--- src/rtl/uart_receiver_if.sv ---
// Consumer-side bundle of the UART receiver: received byte, its valid/ready
// handshake and the two error pulses.
interface uart_receiver_if;
  logic [7:0] o_data;
  logic       o_valid;
  logic       i_ready;
  logic       o_frame_err;
  logic       o_overrun;

  modport master (
    output o_data,
    output o_valid,
    output o_frame_err,
    output o_overrun,
    input  i_ready
  );

  modport slave (
    input  o_data,
    input  o_valid,
    input  o_frame_err,
    input  o_overrun,
    output i_ready
  );
endinterface

--- src/rtl/uart_receiver.sv ---
// 8N1 UART receiver with a mid-bit sampling FSM and a one-byte holding
// register that reports frame errors and overruns as single-cycle pulses.
module uart_receiver #(
  parameter int clk_divider = 200
) (
  input  logic            i_clk,
  input  logic            i_rst,
  input  logic            i_uart_rx,
  uart_receiver_if.master rx_if
);

`ifdef BENCH
  localparam int PERIOD = 4;
`else
  localparam int PERIOD = clk_divider;
`endif
  localparam int CNT_W = $clog2(PERIOD);
  localparam logic [CNT_W-1:0] HALF_LOAD = CNT_W'(PERIOD / 2 - 1);
  localparam logic [CNT_W-1:0] FULL_LOAD = CNT_W'(PERIOD - 1);

  typedef enum logic [2:0] {
    S_IDLE,
    S_START,
    S_DATA,
    S_STOP,
    S_WAIT_HIGH
  } state_e;

  state_e           state_q, state_d;
  logic [1:0]       sync_q, sync_d;
  logic [CNT_W-1:0] baud_q, baud_d;
  logic [2:0]       bit_cnt_q, bit_cnt_d;
  logic [7:0]       shift_q, shift_d;
  logic             done_q, done_d;
  logic [7:0]       data_q, data_d;
  logic             valid_q, valid_d;
  logic             frame_err_q, frame_err_d;
  logic             overrun_q, overrun_d;

  logic rx_s;
  logic tick;

  assign rx_s = sync_q[1];
  assign tick = (baud_q == '0);

  // NOTE: every variable gets its default before the case statement so no
  // path leaves one unassigned, which would otherwise infer a latch.
  always_comb begin
    sync_d      = {sync_q[0], i_uart_rx};
    state_d     = state_q;
    baud_d      = baud_q;
    bit_cnt_d   = bit_cnt_q;
    shift_d     = shift_q;
    done_d      = 1'b0;
    frame_err_d = 1'b0;

    unique case (state_q)
      S_IDLE: begin
        if (!rx_s) begin
          state_d = S_START;
          baud_d  = HALF_LOAD;
        end
      end
      S_START, S_DATA, S_STOP: begin
        baud_d = tick ? FULL_LOAD : baud_q - CNT_W'(1);
        if (tick) begin
          unique case (state_q)
            S_START: begin
              // A start bit that is high again at mid-bit was a glitch.
              if (rx_s) begin
                state_d = S_IDLE;
              end else begin
                state_d   = S_DATA;
                bit_cnt_d = 3'd0;
              end
            end
            S_DATA: begin
              shift_d[bit_cnt_q] = rx_s;
              if (bit_cnt_q == 3'd7) state_d = S_STOP;
              else                   bit_cnt_d = bit_cnt_q + 3'd1;
            end
            default: begin
              // Leaving mid-stop-bit lets a back-to-back start edge be seen.
              if (rx_s) begin
                done_d  = 1'b1;
                state_d = S_IDLE;
              end else begin
                frame_err_d = 1'b1;
                state_d     = S_WAIT_HIGH;
              end
            end
          endcase
        end
      end
      S_WAIT_HIGH: begin
        if (rx_s) state_d = S_IDLE;
      end
      default: state_d = S_IDLE;
    endcase
  end

  // Holding register: a completed byte is taken one cycle after the stop sample.
  always_comb begin
    data_d    = data_q;
    valid_d   = valid_q;
    overrun_d = 1'b0;
    if (done_q) begin
      if (!valid_q || rx_if.i_ready) begin
        data_d  = shift_q;
        valid_d = 1'b1;
      end else begin
        overrun_d = 1'b1;
      end
    end else if (valid_q && rx_if.i_ready) begin
      valid_d = 1'b0;
    end
  end

  // NOTE: state is updated with non-blocking assignments so every flop sees
  // the pre-edge values of the others, independent of statement order.
  always_ff @(posedge i_clk) begin
    if (i_rst) begin
      state_q     <= S_IDLE;
      sync_q      <= 2'b11;
      baud_q      <= '0;
      bit_cnt_q   <= 3'd0;
      shift_q     <= 8'h00;
      done_q      <= 1'b0;
      data_q      <= 8'h00;
      valid_q     <= 1'b0;
      frame_err_q <= 1'b0;
      overrun_q   <= 1'b0;
    end else begin
      state_q     <= state_d;
      sync_q      <= sync_d;
      baud_q      <= baud_d;
      bit_cnt_q   <= bit_cnt_d;
      shift_q     <= shift_d;
      done_q      <= done_d;
      data_q      <= data_d;
      valid_q     <= valid_d;
      frame_err_q <= frame_err_d;
      overrun_q   <= overrun_d;
    end
  end

  assign rx_if.o_data      = data_q;
  assign rx_if.o_valid     = valid_q;
  assign rx_if.o_frame_err = frame_err_q;
  assign rx_if.o_overrun   = overrun_q;

endmodule

--- src/flat_wrapper.sv ---
// flat-port wrapper written by rule: the top's interface ports become plain ports
module uart_receiver_flat 
#(
  parameter int clk_divider = 200
)
  (i_clk, i_rst, i_uart_rx, rx_if_o_data, rx_if_o_valid, rx_if_o_frame_err, rx_if_o_overrun, rx_if_i_ready);
  uart_receiver_if rx_if_i ();
  input  logic i_clk;
  input  logic i_rst;
  input  logic i_uart_rx;
  output wire logic [$bits(rx_if_i.o_data)-1:0] rx_if_o_data;
  output wire logic [$bits(rx_if_i.o_valid)-1:0] rx_if_o_valid;
  output wire logic [$bits(rx_if_i.o_frame_err)-1:0] rx_if_o_frame_err;
  output wire logic [$bits(rx_if_i.o_overrun)-1:0] rx_if_o_overrun;
  input wire logic [$bits(rx_if_i.i_ready)-1:0] rx_if_i_ready;
  assign rx_if_o_data = rx_if_i.o_data;
  assign rx_if_o_valid = rx_if_i.o_valid;
  assign rx_if_o_frame_err = rx_if_i.o_frame_err;
  assign rx_if_o_overrun = rx_if_i.o_overrun;
  assign rx_if_i.i_ready = rx_if_i_ready;
  uart_receiver #(.clk_divider(clk_divider)) u_core (.i_clk(i_clk), .i_rst(i_rst), .i_uart_rx(i_uart_rx), .rx_if(rx_if_i));
endmodule
--- config.mk ---
export PLATFORM = sky130hd
export DESIGN_NAME = uart_receiver_flat
export DESIGN_NICKNAME = d
export VERILOG_FILES = /design/src/rtl/uart_receiver_if.sv /design/src/rtl/uart_receiver.sv /design/src/flat_wrapper.sv
export SDC_FILE = /design/constraint.sdc
export NUM_CORES = 1
export LEC_CHECK = 0
export BUFFER_PORTS_ARGS = -buffer_cell sky130_fd_sc_hd__buf_4
export CAP_MARGIN = 30
export CORE_ASPECT_RATIO = 1.4
export CORE_MARGIN = 3
export CORE_UTILIZATION = 52
export CTS_CLUSTER_SIZE = 8
export DETAILED_ROUTE_END_ITERATION = 7
export MAX_ROUTING_LAYER = met4
export PLACE_DENSITY = 0.74
export SLEW_MARGIN = 20
export SYNTH_ARGS = -nofsm -noshare
export SYNTH_HDL_FRONTEND = slang
export SYNTH_SLANG_ARGS = --single-unit
--- constraint.sdc ---
create_clock -name i_clk -period 1.77 [get_ports i_clk]
set_input_delay 0.177 -clock i_clk [delete_from_list [all_inputs] [get_ports i_clk]]
set_output_delay 0.177 -clock i_clk [all_outputs]
set_load 0.01 [all_outputs]
==> summary.md <==
| Metric | Value |
|---|---|
| Clock input transition at the sequential cells of the worst setup and hold paths | `80 ps` |
| Fin. Hold Viols | `0` |
| TritonCTS clock tree | `built` |
| Number of H-tree levels | `2` |
| Number of top-level pins | `15` |
| Width of the die | `53.5 µm` |
| Number of detailed-routing iterations run before antenna repair | `4` |
| Hold WS | `69.2 ps` |
| Clock skew after layout | `8.96 ps` |
| Remaining Overflow, GRT | `0` |
| Sequential share of power | `0.513` |
| Net count after synthesis | `196` |
| Clock share of power | `0.350` |
| Hold Path Class | `in2reg` |
| Period minus WS final | `1820 ps` |
| Clock sink count | `36` |
| Syn Inst Count | `188` |
| Post-detailed-route DRC marker count | `0` |
| Share of the synthesized area in the top cell type | `0.439` |
| DP HPWL | `2.75 mm` |
| Antenna violations before repair | `0` |
| Antenna Violating Nets Remaining | `0` |
| Cell row count | `23` |
| Slowest cell on the critical path | `or4_4` |
| NumNets Final | `227` |
| Top delay family on crit path | `simple AND/OR/NAND/NOR gates` |
| Violated checks | `negative setup slack` |
| Final design instance area without fill | `2050 µm²` |
| Worst setup slack before clock tree synthesis | `-67.4 ps` |
| CP dominant cell by count | `or4_4` |
| Gp weighted congestion | `0.864` |
| Sequential cell area in the final layout | `723 µm²` |
| Post-synthesis to final-layout area growth | `25.1%` |
| Int Pwr | `0.00120 W` |
| Crit path buf inv count | `0` |
| Cell taking the most area after synthesis | `dfxtp_1` |
| Largest net degree at the start of global routing | `39` |
| Power share of the combinational group | `0.137` |
| Layout cell share with drive strength beyond 1 | `0.277` |
| Detailed router's first-iteration violation count | `64` |
| Maximum vdd ir drop | `0.740 mV` |
| Net switching fraction of the power | `0.264` |
| Power density cells | `796 nW/µm²` |
| Core occupancy in the finished layout | `0.700` |
| PortBufs | `14` |
| Final setup violation count | `4` |
| Cell at the root of the clock tree | `clkbuf_8` |
| Required time at the worst-slack endpoint | `1940 ps` |
| Highest fanout seen on the critical path | `4` |
| Net switching power figure | `0.000432 W` |
| Overall global routing resource usage | `0.232` |
| Cell chain of the critical path | `or4_4, or4_4, o21ai_1, a21oi_1` |
| Max Cap Violations | `0` |
| Routed WL per cell | `15.2 µm` |
| Most common library cells after synthesis | `dfxtp_1, nor2_1, a21oi_1` |
| Diodes inserted | `0` |
| Maximum clock frequency | `0.549 GHz` |
| Max incr delay on CP | `580 ps` |
| Routed via count | `1546` |
| Post-synth EDFFs | `0` |
| Vias per inst | `6.02` |
| Placed standard-cell area | `1900 µm²` |
| Number of CTS-inserted buffers | `5` |
| Lkg Pwr | `0.854 nW` |
| Starting density of the core | `0.560` |
| Combined area of all synthesized cells | `1640 µm²` |
| Die height | `72.5 µm` |
| Floorplan die area | `3880 µm²` |
| Final number of max-transition violations | `0` |
| Cells taking the most area after synthesis | `dfxtp_1, a21oi_1, mux2i_1` |
| Relative slew slack | `0.727` |
| Sequential share of the synthesized area | `0.439` |
| Footprint of the multi-input gates | `923 µm²` |
| Async set-reset flop share out of synthesis | `0` |
| Critical Path Sink Type | `flip-flop` |
| Launching element type of the critical path | `flip-flop` |
| Number of synthesized register bits | `36` |
| Category of the critical setup timing path | `reg2reg` |
| Core ar. | `2940 µm²` |
| Buffer levels on the longest clock path | `2` |
| Post-synth top flop | `dfxtp_1` |
| Vias in the first global route | `1541` |
| Final critical-path share of the clock period | `1.03` |
| Fill cell count | `238` |
| Worst Path Arrival | `1990 ps` |
| Skew-Pair Late Insertion Delay | `290 ps` |
| Most frequently used cell type in the post-synthesis netlist | `dfxtp_1` |
| Yosys Warn Count | `0` |
| Setup ws final | `-50.8 ps` |
| Run status | `complete, but fails checks` |
| First-pass GRT wire length | `6.56 mm` |
| Pin slew with the least headroom to its limit | `408 ps` |
| Average cell area after synthesis | `8.74 µm²` |
| Final wirelength | `3.91 mm` |
| Count of cell types in the netlist | `41` |
| RSZ-0062 raised after global routing | `true` |
-- cell usage in the layout, fill, tap and decap left out, types with 3 or more instances in the layout --
cell / n
nand3b_1: 3
o21ai_0: 10
o21ai_1: 3
ha_1: 3
nand4_1: 5
dfxtp_1: 34
nor2_1: 17
inv_1: 5
buf_4: 33
nor3_1: 9
nor2b_1: 4
mux2i_1: 8
a21oi_1: 16
nand3_1: 7
nand2_1: 7
clkbuf_8: 5
or4_4: 3
a211oi_1: 3
nand2b_1: 4
-- state kept, by name, summed over array words and instances, names as in the netlist --
signal	flops
u_core.rx_if.o_overrun	1
u_core.state_q	3
u_core.bit_cnt_q	3
u_core.baud_q	8
u_core.rx_if.o_data	8
u_core.sync_q	2
u_core.rx_if.o_frame_err	1
u_core.done_q	1
u_core.rx_if.o_valid	1
u_core.shift_q	8
-- routing by layer --
layer	up-vias	part of all wire	track usage
met5	-	0	-
met4	0	0.035	0.116
met3	15	0.039	0.0493
met2	41	0.55	0.415
met1	738	0.37	0.227
li1	752	-	-
-- what timing repair did --
action                                  4_1_cts  5_1_grt
endpoints found under the setup margin        5       11
buffers inserted                              1        0
resized for setup                             6        7
pin swaps                                     5        7
hold buffers                                  0        0
-- power by group through the flow --
stage	sequential [W]	combinational [W]	clock, W
2_1_floorplan	0.000854	0.000117	0
3_3_place_gp	0.000854	0.000188	0
3_5_place_dp	0.000855	0.000195	0
4_1_cts	0.000837	0.000209	0.000585
5_1_grt	0.000840	0.000243	0.000620
6_report	0.000839	0.000225	0.000572
-- path summary, 6_finish.rpt --
kind                         start                 to  slack [ps]  cells after the start
setup / recovery  u_core.baud_q[6]  u_core.shift_q[0]         -50                      4
hold / removal           i_uart_rx   u_core.sync_q[0]          70                      2
setup reg to reg  u_core.baud_q[6]  u_core.shift_q[0]         -50                      4
hold reg to reg   u_core.sync_q[0]   u_core.sync_q[1]         420                      1
-- per-stage QoR --
stage	total power, W	instances	TNS, ps
final	0.00164	257	-129
after floorplan	0.000971	188	0
after detailed placement	0.00105	248	-289
after global routing	0.00170	257	-258
after global placement	0.00104	248	-57.3
after CTS	0.00163	257	-191
-- final cells by class --
type | count | area share
clock buffers | 5 | 0.0335
repair buffers | 33 | 0.121
well taps | 37 | 0.0225
clock inverters | 3 | 0.00914
flip-flops and latches | 36 | 0.352
inverters | 7 | 0.0128
multi-input cells | 136 | 0.449
-- cell families after synthesis --
group,Yosys count,synth area share
fa+ha+maj,4,0.0305
simple gates,77,0.274
buf+inv,16,0.0366
compound gates,47,0.171
mux,8,0.0487
flops,36,0.439
(Power assumes the default switching activity.)
